$ cat config.mk
export PLATFORM = sky130hd
export DESIGN_NAME = player_input_ctrl
export DESIGN_NICKNAME = d
export VERILOG_FILES = /design/src/rtl/connect4_pkg.sv /design/src/rtl/btn_debounce.sv /design/src/rtl/player_input_ctrl.sv
export SDC_FILE = /design/constraint.sdc
export NUM_CORES = 1
export LEC_CHECK = 0
export ABC_AREA = 1
export BUFFER_PORTS_ARGS = -buffer_cell sky130_fd_sc_hd__buf_2
export CORE_ASPECT_RATIO = 1.1
export CORE_MARGIN = 10
export CORE_UTILIZATION = 40
export CTS_CLUSTER_SIZE = 14
export DETAILED_ROUTE_END_ITERATION = 10
export MAX_ROUTING_LAYER = met4
export SLEW_MARGIN = 20
export SYNTH_ARGS = -nofsm -noshare
export SYNTH_HDL_FRONTEND = slang
export SYNTH_SLANG_ARGS = --single-unit
$ cat constraint.sdc
create_clock -name clk -period 2.8 [get_ports clk]
set_input_delay 0.14 -clock clk [delete_from_list [all_inputs] [get_ports clk]]
set_output_delay 0.14 -clock clk [all_outputs]
set_load 0.1 [all_outputs]
$ cat src/rtl/connect4_pkg.sv
// Shared types and defaults for the Connect-4 move-entry front end.
package connect4_pkg;

  localparam int N_COLS_DEF = 7;
  localparam int COL_W_DEF  = 3;
  localparam int MAX_COLS   = 32;

  typedef enum logic [1:0] {
    S_IDLE,
    S_CHECK,
    S_PEND
  } in_state_t;

  // Lowest column index whose full flag is clear; returns n_cols when every column is full.
  function automatic int first_free_col(input logic [MAX_COLS-1:0] full, input int n_cols);
    int idx;
    idx = n_cols;
    for (int i = MAX_COLS - 1; i >= 0; i--) begin
      if (i < n_cols && !full[i]) idx = i;
    end
    return idx;
  endfunction

endpackage

$ cat src/rtl/btn_debounce.sv
// One button channel: 2-FF synchroniser, stable-level debouncer, rising-edge press pulse.
// press_evt fires DEBOUNCE_CYCLES+3 clocks after a raw rise that is held steady.
module btn_debounce #(
  parameter int DEBOUNCE_CYCLES = 500000
) (
  input  logic clk,
  input  logic rst,
  input  logic btn_raw,
  output logic press_evt
);

  localparam int CNT_W = $clog2(DEBOUNCE_CYCLES + 1);

  logic             sync1_q, sync2_q;
  logic             level_q, level_d;
  logic             level_dly_q;
  logic             evt_q, evt_d;
  logic [CNT_W-1:0] cnt_q, cnt_d;

  // NOTE: every assignment to state inside always_ff is non-blocking (<=), so all
  // flops sample the pre-edge values and ordering between statements does not matter.
  always_ff @(posedge clk) begin
    if (rst) begin
      sync1_q     <= 1'b0;
      sync2_q     <= 1'b0;
      level_q     <= 1'b0;
      level_dly_q <= 1'b0;
      evt_q       <= 1'b0;
      cnt_q       <= '0;
    end else begin
      sync1_q     <= btn_raw;
      sync2_q     <= sync1_q;
      level_q     <= level_d;
      level_dly_q <= level_q;
      evt_q       <= evt_d;
      cnt_q       <= cnt_d;
    end
  end

  // NOTE: every signal driven here gets a default first, so no path leaves it
  // unassigned and no latch is inferred.
  always_comb begin
    level_d = level_q;
    cnt_d   = cnt_q;
    if (sync2_q == level_q) begin
      cnt_d = '0;
    end else if (cnt_q == CNT_W'(DEBOUNCE_CYCLES - 1)) begin
      level_d = sync2_q;
      cnt_d   = '0;
    end else begin
      cnt_d = cnt_q + 1'b1;
    end
    evt_d = level_q & ~level_dly_q;
  end

  assign press_evt = evt_q;

endmodule

$ cat src/rtl/player_input_ctrl.sv
// Connect-4 move entry: per-player debounce, active-player filter, column check, valid/ack hold.
// Optional auto-move on idle timeout is built when TURN_TIMEOUT_EN is defined.
module player_input_ctrl
  import connect4_pkg::*;
#(
  parameter int N_PLAYERS       = 2,
  parameter int N_COLS          = N_COLS_DEF,
  parameter int COL_W           = COL_W_DEF,
  parameter int DEBOUNCE_CYCLES = 500000,
  parameter int TIMEOUT_CYCLES  = 50000000,
  parameter int PID_W           = $clog2(N_PLAYERS)
) (
  input  logic                       clk,
  input  logic                       rst,
  input  logic [N_PLAYERS-1:0]       btn_confirm,
  input  logic [N_PLAYERS*COL_W-1:0] switches,
  input  logic [PID_W-1:0]           active_player,
  input  logic                       enable,
  input  logic [N_COLS-1:0]          col_full,
  input  logic                       move_ack,
  output logic                       valid_move,
  output logic [COL_W-1:0]           selected_col,
  output logic [PID_W-1:0]           move_player,
  output logic                       invalid_move,
  output logic                       timeout_move
);

  logic [N_PLAYERS-1:0]       press_evt;
  logic [N_PLAYERS*COL_W-1:0] sw_s1_q, sw_s2_q;

  for (genvar p = 0; p < N_PLAYERS; p++) begin : g_btn
    btn_debounce #(
      .DEBOUNCE_CYCLES(DEBOUNCE_CYCLES)
    ) u_db (
      .clk      (clk),
      .rst      (rst),
      .btn_raw  (btn_confirm[p]),
      .press_evt(press_evt[p])
    );
  end

  // NOTE: reset is synchronous here: rst is only looked at on the clock edge.
  always_ff @(posedge clk) begin
    if (rst) begin
      sw_s1_q <= '0;
      sw_s2_q <= '0;
    end else begin
      sw_s1_q <= switches;
      sw_s2_q <= sw_s1_q;
    end
  end

  logic             act_evt;
  logic [COL_W-1:0] act_sw;
  logic             col_ok;

  in_state_t        state_q, state_d;
  logic [COL_W-1:0] col_q, col_d;
  logic [PID_W-1:0] player_q, player_d;
  logic             tmo_q, tmo_d;
  logic             invalid_q, invalid_d;

  logic             tmo_fire;
  logic [COL_W-1:0] tmo_col;

  // Compare-based selection keeps out-of-range player ids from indexing past the arrays.
  always_comb begin
    act_evt = 1'b0;
    act_sw  = '0;
    for (int p = 0; p < N_PLAYERS; p++) begin
      if (active_player == PID_W'(p)) begin
        act_evt = press_evt[p];
        act_sw  = sw_s2_q[p*COL_W +: COL_W];
      end
    end
    col_ok = 1'b0;
    for (int i = 0; i < N_COLS; i++) begin
      if (col_q == COL_W'(i) && !col_full[i]) col_ok = 1'b1;
    end
  end

`ifdef TURN_TIMEOUT_EN
  localparam int TMO_W = $clog2(TIMEOUT_CYCLES + 1);

  logic [TMO_W-1:0] tmo_cnt_q, tmo_cnt_d;
  logic             tmo_hit;
  int               free_idx;

  always_comb begin
    free_idx = first_free_col(MAX_COLS'(col_full), N_COLS);
    tmo_hit  = (tmo_cnt_q == TMO_W'(TIMEOUT_CYCLES - 1));
    tmo_fire = tmo_hit && enable && (free_idx < N_COLS);
    tmo_col  = COL_W'(free_idx);
  end

  // Holds at the terminal value while every column is full so the move fires once one frees.
  always_comb begin
    tmo_cnt_d = '0;
    if (state_q == S_IDLE && enable && state_d == S_IDLE) begin
      tmo_cnt_d = tmo_hit ? tmo_cnt_q : tmo_cnt_q + 1'b1;
    end
  end

  always_ff @(posedge clk) begin
    if (rst) tmo_cnt_q <= '0;
    else     tmo_cnt_q <= tmo_cnt_d;
  end
`else
  logic unused_tmo;
  assign unused_tmo = (TIMEOUT_CYCLES == 0);
  assign tmo_fire   = 1'b0;
  assign tmo_col    = '0;
`endif

  always_comb begin
    state_d   = state_q;
    col_d     = col_q;
    player_d  = player_q;
    tmo_d     = tmo_q;
    invalid_d = 1'b0;
    unique case (state_q)
      S_IDLE: begin
        if (act_evt && enable) begin
          col_d    = act_sw;
          player_d = active_player;
          tmo_d    = 1'b0;
          state_d  = S_CHECK;
        end else if (tmo_fire) begin
          col_d    = tmo_col;
          player_d = active_player;
          tmo_d    = 1'b1;
          state_d  = S_PEND;
        end
      end
      S_CHECK: begin
        if (col_ok) begin
          state_d = S_PEND;
        end else begin
          invalid_d = 1'b1;
          state_d   = S_IDLE;
        end
      end
      S_PEND: begin
        // Ack wins over a simultaneous enable drop; both simply release the move.
        if (move_ack || !enable) begin
          tmo_d   = 1'b0;
          state_d = S_IDLE;
        end
      end
      default: state_d = S_IDLE;
    endcase
  end

  always_ff @(posedge clk) begin
    if (rst) begin
      state_q   <= S_IDLE;
      col_q     <= '0;
      player_q  <= '0;
      tmo_q     <= 1'b0;
      invalid_q <= 1'b0;
    end else begin
      state_q   <= state_d;
      col_q     <= col_d;
      player_q  <= player_d;
      tmo_q     <= tmo_d;
      invalid_q <= invalid_d;
    end
  end

  assign valid_move   = (state_q == S_PEND);
  assign selected_col = col_q;
  assign move_player  = player_q;
  assign invalid_move = invalid_q;
  assign timeout_move = tmo_q;

endmodule

# == After elaboration in Yosys (flattened, before gate mapping) ==
# Index checks and enable logic that the tools add are counted.
# totals
mem_bits_ro,0
wordCells,87
inputBits,20
latch_bits,0
memories,0
output_inout_bits,7
ff_bits,68
mem_bits_rw,0
# classes
shifts,0
n_div,0
n_bitwise,7
add_sub_neg,2
n_mul,0
n_lt_le_gt_ge,0
n_eq_ne,14
reduce_logical,28
n_mux,17
# op_table
cell,count
19-bit by 1-bit adder with 19-bit output (second input constant),2
19-bit equality test (second input constant),2
1-bit two-way mux,11
3-bit equality test (second input constant),3
1-bit logical AND,8
1-bit zero test,8
2-bit AND reduction,4
3-bit by 2-bit equality test with 1-bit output (second input constant),2
2-bit two-way mux,3
2-bit case mux with 3 select lines,1
3-bit OR reduction,2
1-bit NOT,5
3-bit by 1-bit equality test with 1-bit output (second input constant),1
3-bit zero test,1
3-bit two-way mux,1
3-bit AND reduction,1
1-bit bitwise AND,2
1-bit equality test,2
2-bit by 1-bit equality test with 1-bit output (second input constant),1
2-bit equality test (second input constant),1
2-bit zero test,1
2-bit by 1-bit != test with 1-bit output (second input constant),1
2-bit != test (second input constant),1
1-bit case mux with 2 select lines,1
other kinds (3),3

# == Longest topological paths before layout ==
# depth
depth_word,11
mapped_depth,9
ltp_nobuf,9

# == Cells and area by module ==
# From an unflattened synthesis, not the netlist that was laid out.
# hier_totals
cells_unflattened,466
area_unflattened_um2,3206.8
# modules_own_cells
mod,seq_area_each_um2,cells_each,area_per_inst_um2,n_inst
btn_debounce at g_btn[1].u_db,480.5,182,1253.7,1
btn_debounce at g_btn[0].u_db,480.5,181,1196.1,1
player_input_ctrl,380.4,103,757.0,1

# == Worst setup path before layout ==
# No wires, ideal clock.
# synth_path
kind,reg-to-reg
start,register state_q[1]
end,register state_q[1]
setup_ps,74
n_path_buf,0
path_stages_with_launch,5
period_less_slack_ps,1956
setup_slack_ps,844
t_required_ps,2726
arrival_time_ps,1882
cell_sequence,dfxtp_1 inv_1 nor2_1 nand3_1 o21ai_0
# synth_between
elab_chain_len,3
elab_cells_between_ends,7
cone_classes,eq/ne: 4; mux: 1; reduce/logical: 2
# synth_lines
element,line,text
"start, declared",player_input_ctrl.sv:57,"in_state_t state_q, state_d;"
"start signal, assigned",player_input_ctrl.sv:162,state_q <= state_d;
2-bit equality test *,--,
named net valid_move,player_input_ctrl.sv:21,"output logic valid_move,"
2-bit by 1-bit != test with 1-bit output (no source line),--,
2-bit AND reduction (no source line),--,
# Mark *: on every way through the listed nets, which the timed path passes. The rest lies on a longest branch.
# A chain may end at the register's enable or synchronous reset.

# == Final worst setup path ==
# layout_path
start,register g_btn[1].u_db.cnt_q[0]
end,register g_btn[1].u_db.cnt_q[16]
# layout_between
elab_chain_len,2
elab_cells_between_ends,3
cone_classes,add/sub: 1; eq/ne: 1; reduce/logical: 1
# layout_lines
element,line,text
"start, declared",btn_debounce.sv:18,"logic [CNT_W-1:0] cnt_q, cnt_d;"
"start signal, assigned",btn_debounce.sv:36,cnt_q <= cnt_d;
branches (longest 2 deep; another with 19-bit by 1-bit adder with 19-bit output),--,
# Several ways; the timed one is not identified.

==> metrics.txt <==
outcome complete, no violations; Resize count post-CTS 0; Worst path top cell family by delay simple AND/OR/NAND/NOR gates; Global Route Usage Sum 0.112; global-route wire length before repair 10200 um; CTS tree built; top post-synthesis cells by count nor2_1, nand2_1, dfxtp_1, inv_1, nand3_1; Final Hold Fails 0; nature of the critical path endpoint flop; crit path max-delay cell type dfxtp_1; Final min period about 1.5 ns; total core area between 7000 and 8000 um2; final net count roughly 480; crit path cell chain ha_1, nand3_1, nor2_1, nand3_2, nand2_4, inv_1, nand2_1, inv_1; initial antenna violation count 0; Max Clock Freq about 650 MHz; total of max-cap violations 0; average vias per placed instance 4.52; reg2reg end g_btn[1].u_db.cnt_q[16]$_SDFF_PP0_; Rows 32; fraction of layout cells with a size suffix above 1 0.121; # H-tree levels 3; worst setup path class reg2reg; Logic pwr share 0.049; Yosys reg bits 67; Buf/Inv on CP 2; fin util 0.485; Inserted Clock Buffers 9; Initial DRT Pass Iterations 4; delay of the slowest critical-path stage 0.39 ns; number of global-route vias before repair roughly 2400; Yosys warning count 0; Yosys top cell area share 0.450; Switch Pwr approximately 0.00048 W; static leakage ~1.4 nW; DR WL/cell between 10 and 15 um; worst hold path startpoint move_ack; ys flop type dfxtp_1; area growth from synthesis to layout 15.9%; Worst Skew between 0.015 and 0.02 ns; r2r setup slk 1.26 ns; Clk pwr share 0.440; PwrDens 550 nW/um2; CTS Sinks 67; WL final 5720 um; most common cell in the netlist nor2_1; Post-DP HPWL 4230 um; Die ar. between 10000 and 15000 um2; post-synth top area cell dfxtp_1; hold depth 4; sequential fraction of the synthesis area 0.450; detailed-route via count approximately 2500; RSZ-0062 raised after global routing no; Syn Area/Cell ~7.1 um2; FFs w/ async S/R, synth 0; reg2reg path depth 8; max-slew violations 0; sequential share of power 0.512; Hold Path Class in2reg; cell mode on critical path inv_1; n_diodes 0; largest net degree at the start of global routing 26; Iteration-0 DRC Markers slightly above 60; CP startpoint kind flop; switch share 0.250; Initial Util 0.419; CTS clock-pin slew for the worst setup and hold paths 0.08 ns; ANT nets after route 0; Post-synth EDFFs 0; net count after synthesis 443; CP required approximately 3.1 ns; final setup vio count 0; Root Buffer clkbuf_8; fin crit share 0.551; top post-synthesis cells by area dfxtp_1, nor2_1, nand2_1; Yosys cell types 27; IO Pins 27; Crit Path Max Fanout 18; maximum vdd ir drop around 0.00033 V; Arr. time, crit path ~1.8 ns; clk_lat worst skew roughly 0.35 ns; reg-to-reg startpoint g_btn[1].u_db.cnt_q[0]$_SDFF_PP0_; Worst Hold Endpoint state_q[1]$_SDFFE_PP0P_; RePlAce Congestion 0.841; die width 102 um; Die Ht approximately 110 um; worst-case clock buffer depth 2; setup TNS 0 ns; cell area after synthesis ~3000 um2; P_int around 0.0014 W; PortBufs 25; grt total ovfl 0; post-route DRC violation count 0; Post-Synthesis Cells 421
[what timing repair did]
| item | in CTS | in global routing |
|---|---|---|
| hold endpoints to repair | 8 | 0 |
| hold buffers | 8 | 0 |
| buffers inserted | 0 | 0 |
[logic make-up after synthesis]
family / share of synthesized area
flip-flops: 0.450
AO/OA/AOI/OAI: 0.0453
AND/OR/NAND/NOR: 0.359
other: 0.00126
adder cells (fa/ha/maj): 0.00839
XOR/XNOR: 0.0529
buffers and inverters: 0.0831
[placed cells by master (no fill, tap or decap)]
cell / Yosys / routed
nor2_1: 98 / 98
nand2_1: 91 / 91
dfxtp_1: 67 / 67
inv_1: 54 / 54
nand3_1: 26 / 26
buf_2: 0 / 25
a21oi_1: 16 / 16
xnor2_1: 11 / 11
clkbuf_8: 0 / 9
o21ai_0: 8 / 8
dlygate4sd3_1: 0 / 8
xor2_1: 7 / 7
nand4_1: 6 / 6
nor3_1: 5 / 5
nor2_4: 4 / 4
nand2_2: 4 / 4
nor2_2: 3 / 3
or2_0: 3 / 3
inv_6: 0 / 3
nand3_2: 2 / 2
nand2_4: 2 / 2
and2_1: 2 / 2
ha_1: 2 / 2
clkinvlp_4: 0 / 2
o211ai_1: 1 / 1
nand3b_1: 1 / 1
o21a_1: 1 / 1
conb_1: 1 / 1
inv_8: 0 / 1
bufinv_16: 0 / 1
[cell type report]
class / count / area, um2
Clock buffer: 9 / 124
Clock inverter: 7 / 82.6
Fill cell: 718 / 3670
Inverter: 54 / 203
Multi-Input combinational cell: 294 / 1390
Sequential cell: 67 / 1340
Tap cell: 85 / 106
Timing Repair Buffer: 33 / 205
[worst max-delay path by stage]
| stage | endpoint | startpoint | slack (ns) | depth (start not counted) |
|---|---|---|---|---|
| 6_report | g_btn[1].u_db.cnt_q[16]$_SDFF_PP0_ | g_btn[1].u_db.cnt_q[0]$_SDFF_PP0_ | 1.26 | 8 |
| 5_1_grt | g_btn[1].u_db.cnt_q[16]$_SDFF_PP0_ | g_btn[1].u_db.cnt_q[0]$_SDFF_PP0_ | 1.09 | 8 |
| 4_1_cts | g_btn[1].u_db.cnt_q[16]$_SDFF_PP0_ | g_btn[1].u_db.cnt_q[0]$_SDFF_PP0_ | 1.26 | 8 |
| 3_5_place_dp | g_btn[1].u_db.cnt_q[16]$_SDFF_PP0_ | g_btn[1].u_db.cnt_q[0]$_SDFF_PP0_ | 1.27 | 8 |
| 3_3_place_gp | g_btn[1].u_db.cnt_q[15]$_SDFF_PP0_ | g_btn[1].u_db.cnt_q[0]$_SDFF_PP0_ | 1.32 | 8 |
| 2_1_floorplan | state_q[1]$_SDFFE_PP0P_ | state_q[1]$_SDFFE_PP0P_ | 0.84 | 4 |
[flip-flops by register name, indices dropped and copies added (netlist names), 2 cells and up]
signal / flops
g_btn.u_db.press_evt: 2
selected_col: 3
g_btn.u_db.cnt_q: 38
sw_s1_q: 6
g_btn.u_db.sync1_q: 2
g_btn.u_db.level_dly_q: 2
state_q: 2
g_btn.u_db.sync2_q: 2
g_btn.u_db.level_q: 2
sw_s2_q: 6
[worst register-to-register path: cells and delay by family (launching register included)]
family	cells	cell delay, ns
adders and majority gates	1	0.21
DFF	1	0.39
and+or+nand+nor	5	0.72
buffers and inverters	2	0.11
[routing by layer]
metal,up-vias,wire length [um],part of all wire,GRT usage
met1,1079,2690,0.47,0.124
met2,24,2810,0.49,0.181
met3,12,126,0.022,0.0243
met5,-,0,0,-
met4,0,89,0.016,0.0599
li1,1366,-,-,-
[stage by stage]
step	power [W]	hold slack, ns	area (um2)	setup slack (ns)	cells
floorplan	0.00106	0.247	2980	0.844	421
global placement	0.00108	0.339	3170	1.32	525
detailed placement	0.00108	0.346	3170	1.27	525
CTS	0.00194	0.0830	3460	1.26	549
global route	0.00199	0.114	3460	1.09	549
finish	0.00190	0.0942	3460	1.26	549
[power groups by stage]
| stage | combinational, W | clock (W) | sequential, W |
|---|---|---|---|
| floorplan | 0.0000479 | 0 | 0.00101 |
| global placement | 0.0000848 | 0 | 0.000995 |
| detailed placement | 0.0000854 | 0 | 0.000996 |
| CTS | 0.0000939 | 0.000870 | 0.000973 |
| global route | 0.000105 | 0.000909 | 0.000975 |
| finish | 0.0000930 | 0.000836 | 0.000973 |
(Power assumes the default switching activity.)
